File: src/rtl/jtvigil_obj.sv
// Vigilante sprite line renderer: scans object RAM for sprites on the next line,
// fetches their rows from ROM into a double line buffer, and streams the other half out.
module jtvigil_obj #(
    parameter int OBJ_N = 32
) (
    input  logic        clk,
    input  logic        rst_n,
    input  logic        pxl_cen,
    input  logic        line,
    input  logic [8:0]  vrender,
    input  logic [8:0]  hdump,
    output logic [7:0]  oram_addr,
    input  logic [7:0]  oram_dout,
    output logic        rom_cs,
    output logic [17:0] rom_addr,
    input  logic [31:0] rom_data,
    input  logic        rom_ok,
    output logic [7:0]  pxl
);
    localparam logic [4:0] LAST = 5'(OBJ_N - 1);

    typedef enum logic [2:0] {IDLE, READ, CHECK, REQ, DRAW, NEXT} state_t;
    state_t state_reg, state_next;

    logic        buf_sel_reg, disp_sel_reg;
    logic [4:0]  entry_reg;
    logic [2:0]  rd_cnt_reg, draw_cnt_reg;
    logic [7:0]  y_reg, attr_reg;
    logic [11:0] code_reg, code_eff_reg;
    logic [8:0]  x_reg;
    logic [3:0]  row_reg;
    logic        k_reg, rom_cs_reg, hold_reg;
    logic [31:0] data_reg;
    logic [7:0]  rd_q [2];

    logic [8:0]  height, ydiff, yr, px;
    logic        hit, take, draw_we, hflip;
    logic [2:0]  idx;
    logic [3:0]  colour;

    assign hflip  = attr_reg[4];
    assign height = 9'd16 << attr_reg[7:6];
    assign ydiff  = vrender - {1'b0, y_reg};
    assign hit    = ydiff < height;
    assign yr     = attr_reg[5] ? height - 9'd1 - ydiff : ydiff;

    assign oram_addr = {entry_reg, rd_cnt_reg};
    assign rom_cs    = rom_cs_reg;
    assign rom_addr  = {code_eff_reg, row_reg, k_reg ^ hflip, 1'b0};

    // Data must be stable for two clocks at one address before rom_ok is trusted
    assign take = rom_cs_reg && hold_reg && rom_ok;

    assign idx     = hflip ? draw_cnt_reg : ~draw_cnt_reg;
    assign colour  = {data_reg[{2'b11, idx}], data_reg[{2'b10, idx}],
                      data_reg[{2'b01, idx}], data_reg[{2'b00, idx}]};
    assign px      = x_reg + {5'd0, k_reg, draw_cnt_reg};
    assign draw_we = (state_reg == DRAW) && (colour != 4'd0) && !px[8];

    always_ff @(posedge clk) begin
        if (!rst_n) state_reg <= IDLE;
        else        state_reg <= state_next;
    end

    always_comb begin
        state_next = state_reg;
        case (state_reg)
            IDLE:  state_next = IDLE;
            READ:  if (rd_cnt_reg == 3'd6) state_next = CHECK;
            CHECK: state_next = hit ? REQ : NEXT;
            REQ:   if (take) state_next = DRAW;
            DRAW:  if (draw_cnt_reg == 3'd7) state_next = k_reg ? NEXT : REQ;
            NEXT:  state_next = (entry_reg == LAST) ? IDLE : READ;
            default: state_next = IDLE;
        endcase
        // A new line always restarts the scan, whatever was in progress
        if (line) state_next = READ;
    end

    always_ff @(posedge clk) begin
        if (!rst_n) begin
            buf_sel_reg  <= 1'b0;
            entry_reg    <= 5'd0;
            rd_cnt_reg   <= 3'd0;
            draw_cnt_reg <= 3'd0;
            y_reg        <= 8'd0;
            attr_reg     <= 8'd0;
            code_reg     <= 12'd0;
            code_eff_reg <= 12'd0;
            x_reg        <= 9'd0;
            row_reg      <= 4'd0;
            k_reg        <= 1'b0;
            rom_cs_reg   <= 1'b0;
            hold_reg     <= 1'b0;
            data_reg     <= 32'd0;
        end else begin
            case (state_reg)
                READ: begin
                    rd_cnt_reg <= rd_cnt_reg + 3'd1;
                    case (rd_cnt_reg)
                        3'd1: y_reg          <= oram_dout;
                        3'd2: attr_reg       <= oram_dout;
                        3'd3: code_reg[7:0]  <= oram_dout;
                        3'd4: code_reg[11:8] <= oram_dout[3:0];
                        3'd5: x_reg[7:0]     <= oram_dout;
                        3'd6: x_reg[8]       <= oram_dout[0];
                        default: ;
                    endcase
                end
                CHECK: begin
                    code_eff_reg <= code_reg + {9'd0, yr[6:4]};
                    row_reg      <= yr[3:0];
                    k_reg        <= 1'b0;
                    if (hit) begin
                        rom_cs_reg <= 1'b1;
                        hold_reg   <= 1'b0;
                    end
                end
                REQ: begin
                    if (take) begin
                        data_reg     <= rom_data;
                        rom_cs_reg   <= 1'b0;
                        draw_cnt_reg <= 3'd0;
                    end else begin
                        hold_reg <= 1'b1;
                    end
                end
                DRAW: begin
                    draw_cnt_reg <= draw_cnt_reg + 3'd1;
                    if (draw_cnt_reg == 3'd7 && !k_reg) begin
                        k_reg      <= 1'b1;
                        rom_cs_reg <= 1'b1;
                        hold_reg   <= 1'b0;
                    end
                end
                NEXT: begin
                    entry_reg  <= entry_reg + 5'd1;
                    rd_cnt_reg <= 3'd0;
                end
                default: ;
            endcase
            if (line) begin
                buf_sel_reg <= ~buf_sel_reg;
                entry_reg   <= 5'd0;
                rd_cnt_reg  <= 3'd0;
                rom_cs_reg  <= 1'b0;
                hold_reg    <= 1'b0;
            end
        end
    end

    // Each bank sees exactly one writer per clock: the renderer or the display clear
    generate
        for (genvar gi = 0; gi < 2; gi++) begin : g_bank
            logic [7:0] mem [256];

            always_ff @(posedge clk) begin
                if (buf_sel_reg == 1'(gi)) begin
                    if (draw_we) mem[px[7:0]] <= {attr_reg[3:0], colour};
                end else if (pxl_cen) begin
                    mem[hdump[7:0]] <= 8'd0;
                end
            end

            always_ff @(posedge clk) begin
                if (!rst_n)       rd_q[gi] <= 8'd0;
                else if (pxl_cen) rd_q[gi] <= mem[hdump[7:0]];
            end
        end
    endgenerate

    always_ff @(posedge clk) begin
        if (!rst_n)       disp_sel_reg <= 1'b1;
        else if (pxl_cen) disp_sel_reg <= ~buf_sel_reg;
    end

    assign pxl = disp_sel_reg ? rd_q[1] : rd_q[0];

    logic unused_ok;
    assign unused_ok = &{1'b0, hdump[8], yr[8:7]};
endmodule

File: config.mk
export PLATFORM = sky130hd
export DESIGN_NAME = jtvigil_obj
export DESIGN_NICKNAME = d
export VERILOG_FILES = /design/src/rtl/jtvigil_obj.sv
export SDC_FILE = /design/constraint.sdc
export NUM_CORES = 2
export LEC_CHECK = 0
export CAP_MARGIN = 5
export CORE_ASPECT_RATIO = 0.6
export CORE_MARGIN = 5
export CORE_UTILIZATION = 35
export CTS_CLUSTER_DIAMETER = 80
export CTS_CLUSTER_SIZE = 40
export DETAILED_ROUTE_END_ITERATION = 12
export HOLD_SLACK_MARGIN = 0.12
export PLACE_DENSITY = 0.51
export RECOVER_POWER = 25
export SYNTH_ARGS = -nofsm -noshare
export SYNTH_HDL_FRONTEND = slang
export SYNTH_MEMORY_MAX_BITS = 65536
export SYNTH_SLANG_ARGS = --single-unit
export TNS_END_PERCENT = 20
File: constraint.sdc
create_clock -name clk -period 15.45 [get_ports clk]
set_input_delay 4.635 -clock clk [delete_from_list [all_inputs] [get_ports clk]]
set_output_delay 4.635 -clock clk [all_outputs]
set_load 0.02 [all_outputs]
==> results.md <==
- Max Cap Viol: 18
- Type of element capturing the critical path: register
- Outcome: finished with violations
- Most used standard cell by instance count after synthesis: edfxtp_1
- Count of buffers added by post-CTS timing repair for setup: 0
- Flip-flop count of the largest register after layout: 4096
- Clock tree from TritonCTS: built
- Number of buffers inserted for hold repair after clock tree synthesis: 0
- Post-synth EDFFs: 4112
- # fillers: 42630
- Actual transition at the worst max-transition pin: 5199 ps
- Worst max-slew margin expressed relative to the limit: -2.466
- CP Max Fanout: between 60 and 70
- Unrepaired setup endpoints after global routing: false
- Violated checks: max-capacitance violations, max-slew violations
- Clock buffers created by TritonCTS: 142
- Die area: ~500000 um2
- Area added between synthesis and finish: 8.021%
- Die Span Y: between 500 and 600 um
- Maximum root-to-sink buffer count: 4
- Net count after synthesis: 8871
- Nature of the critical path startpoint: primary input
- Detailed Routing Iterations Pass 1: 6
- Die boundary width: 898.1 um
- Root buffer selected by CTS: clkbuf_16
- Share of synthesized flip-flops with an asynchronous set or reset: 0
- Crit path kind: primary input to register
- Setup TNS: 0 ps
- Flop and latch count out of synthesis: 4216
- Global-route wire length before repair: around 650 mm
- Post-route DRC violation count: 0
- Vias after detailed routing: 84870
- Count of standard-cell rows: 195
- First-iteration detailed-routing DRC count: 10750
- Ratio of cells with drive above 1 in the final layout: 0.1464
- Top_reg_cell synth: edfxtp_1
- Floorplan Core Area: 470900 um2
- Area fraction of the dominant cell type after synthesis: 0.7456
- Number of I/O pins: 98
- Highest attainable clock frequency: 88.17 MHz
- Vias per Instance: between 5 and 6
- Initial cell density of the core: 0.3517
- Area of the multi-input gates: about 38000 um2
- Wire length per cell: 30.58 um
- All-Layer GR Usage: 0.1835
- CTS Sinks: between 4000 and 5000
- Setup Viol. Count Final: 0
- Detail Route Antenna Nets: 0
- Minimum hold slack: approximately 460 ps
- Final Hold Vio Count: 0
- Leak pwr: 0.05498 uW
- Initial antenna violation count: 38
- Cell type contributing the most total cell area after synthesis: edfxtp_1
- Req. time, crit path: 16080 ps
- Peak VDD IR: 0.00008061 V
- GPL Wtd Cong: 0.8331
- Data arrival time of the worst path: 11970 ps
- Mean Syn Cell Area: 18.87 um2
- Remaining global-route overflow: 0
- H-tree level count: 4
- Count of unique library cells instantiated by Yosys: 72
- Clock Latency Late Sink: 930 ps
- Overall routed net length: 460.8 mm
- Period Utilization, post-route: 0.7341
- Min Clock Period, post-route: about 11000 ps
- Count of mapped cells out of synthesis: 8775
- Largest net degree at the start of global routing: 187
- Sequential area share after synthesis: 0.7581
- Cell Area, Synth: 165600 um2
- Worst clock skew: 70.50 ps
- Register area: between 100000 and 150000 um2
- Layout net count: 8793
- Number of buffers inserted by port buffering: 95
- Dominant cells by area after synthesis: edfxtp_1 75%, mux4_2 9.3%, mux2i_1 4.0%, nor2_1 1.4%, dfxtp_1 1.3%
- Final max-slew violation count: 1003
- Power Dens Cells: 103.9 nW/um2
- HPWL after detailed placement: 287.7 mm
- Post-CTS clock slew at the launch and capture registers of the worst setup and hold paths: 130 ps
- Vias in the first global route: 83090
- Total of cells resized after clock tree synthesis: 0
- Top cells by instance count after synthesis: 4112 x edfxtp_1, 685 x mux4_2, 662 x mux2i_1
- YS warnings: 0
- Worst Hold Class: register to register
-- layout make-up --
| cell class | count | area share |
|---|---|---|
| antenna | 9 | 0.0001259 |
| clock buffer | 152 | 0.02067 |
| clock inverter | 49 | 0.003301 |
| inverter | 62 | 0.001315 |
| multi-input combinational | 3943 | 0.2124 |
| sequential | 4216 | 0.7018 |
| tap | 6304 | 0.04409 |
| timing repair buffer | 332 | 0.01631 |
-- placed cells by master (no fill, tap or decap), types with 14 or more instances in the layout --
cell and count:
a211oi_1 24, a2111oi_0 24, clkbuf_1 15, nand2_1 262, ha_1 29, nand4_1 91
clkdlybuf4s50_1 63, buf_4 211, a22oi_1 174, a221oi_1 71, clkbuf_16 147, and4_1 28
inv_1 61, mux2i_1 661, nor2b_1 30, o22ai_1 226, nor2_1 612, mux2_2 94
dfxtp_1 104, xnor2_1 16, a21oi_1 199, nor2_4 14, nor4_1 39, a41oi_4 16
and3_1 14, nor3_1 48, nand2b_1 20, o21ai_0 167, edfxtp_1 4112, nand3_1 119
buf_12 15, a41oi_1 28, a31oi_1 55, dlygate4sd3_1 27, mux4_2 685, or4_1 29
a32oi_4 16
-- cell families after synthesis --
group,after synthesis,share of synthesized area
and+or+nand+nor,1384,0.03859
DFF,4216,0.7581
AOI/OAI and AO/OA,1057,0.04307
adders and majority gates,33,0.002674
buffers and inverters,616,0.01653
xor gates and xnor gates,27,0.001428
other,1,0.00002264
muxes,1441,0.1396
-- per-stage QoR --
step / cells / utilization / setup WS, ps / power (uW) / instance area [um2]
2_1_floorplan: 8775 / - / 3047 / 13180 / 165600
3_3_place_gp: 14850 / 0.3708 / 5001 / 13530 / 174600
3_5_place_dp: 14850 / 0.3708 / 4994 / 13530 / 174600
4_1_cts: 15060 / 0.3800 / 6033 / 18710 / 178900
5_1_grt: 15060 / 0.3799 / 3567 / 19130 / 178900
6_report: 15070 / 0.3799 / 4108 / 18590 / 178900
-- metal layers --
layer | GRT usage | part of all wire
met2 | 0.2675 | 0.43
met4 | 0.02983 | 0.017
met5 | 0 | 0
met3 | 0.04308 | 0.092
met1 | 0.2834 | 0.46
-- worst max-delay path: stages --
cell           delay (ps)
dlygate4sd3_1         860
nand2_1               690
and2_0               2900
clkbuf_1             1940
buf_4                 810
-- final timing paths --
| path | start | end | slack [ps] | cells after the start |
|---|---|---|---|---|
| worst min register to register | code_eff_reg[3] | code_eff_reg[3] | 460 | 2 |
| worst min-delay path | code_eff_reg[3] | code_eff_reg[3] | 460 | 2 |
| worst max register to register | buf_sel_reg | g_bank[1].mem[1][6] | 8090 | 4 |
| worst max-delay path | pxl_cen | g_bank[0].mem[142][6] | 4110 | 5 |
-- power breakdown --
group	internal (uW)	leakage, uW	switching [uW]
Clock	1850	0.00208	3470
Combinational	328	0.0143	573
Sequential	12400	0.0387	12.3
(Power assumes the default switching activity.)
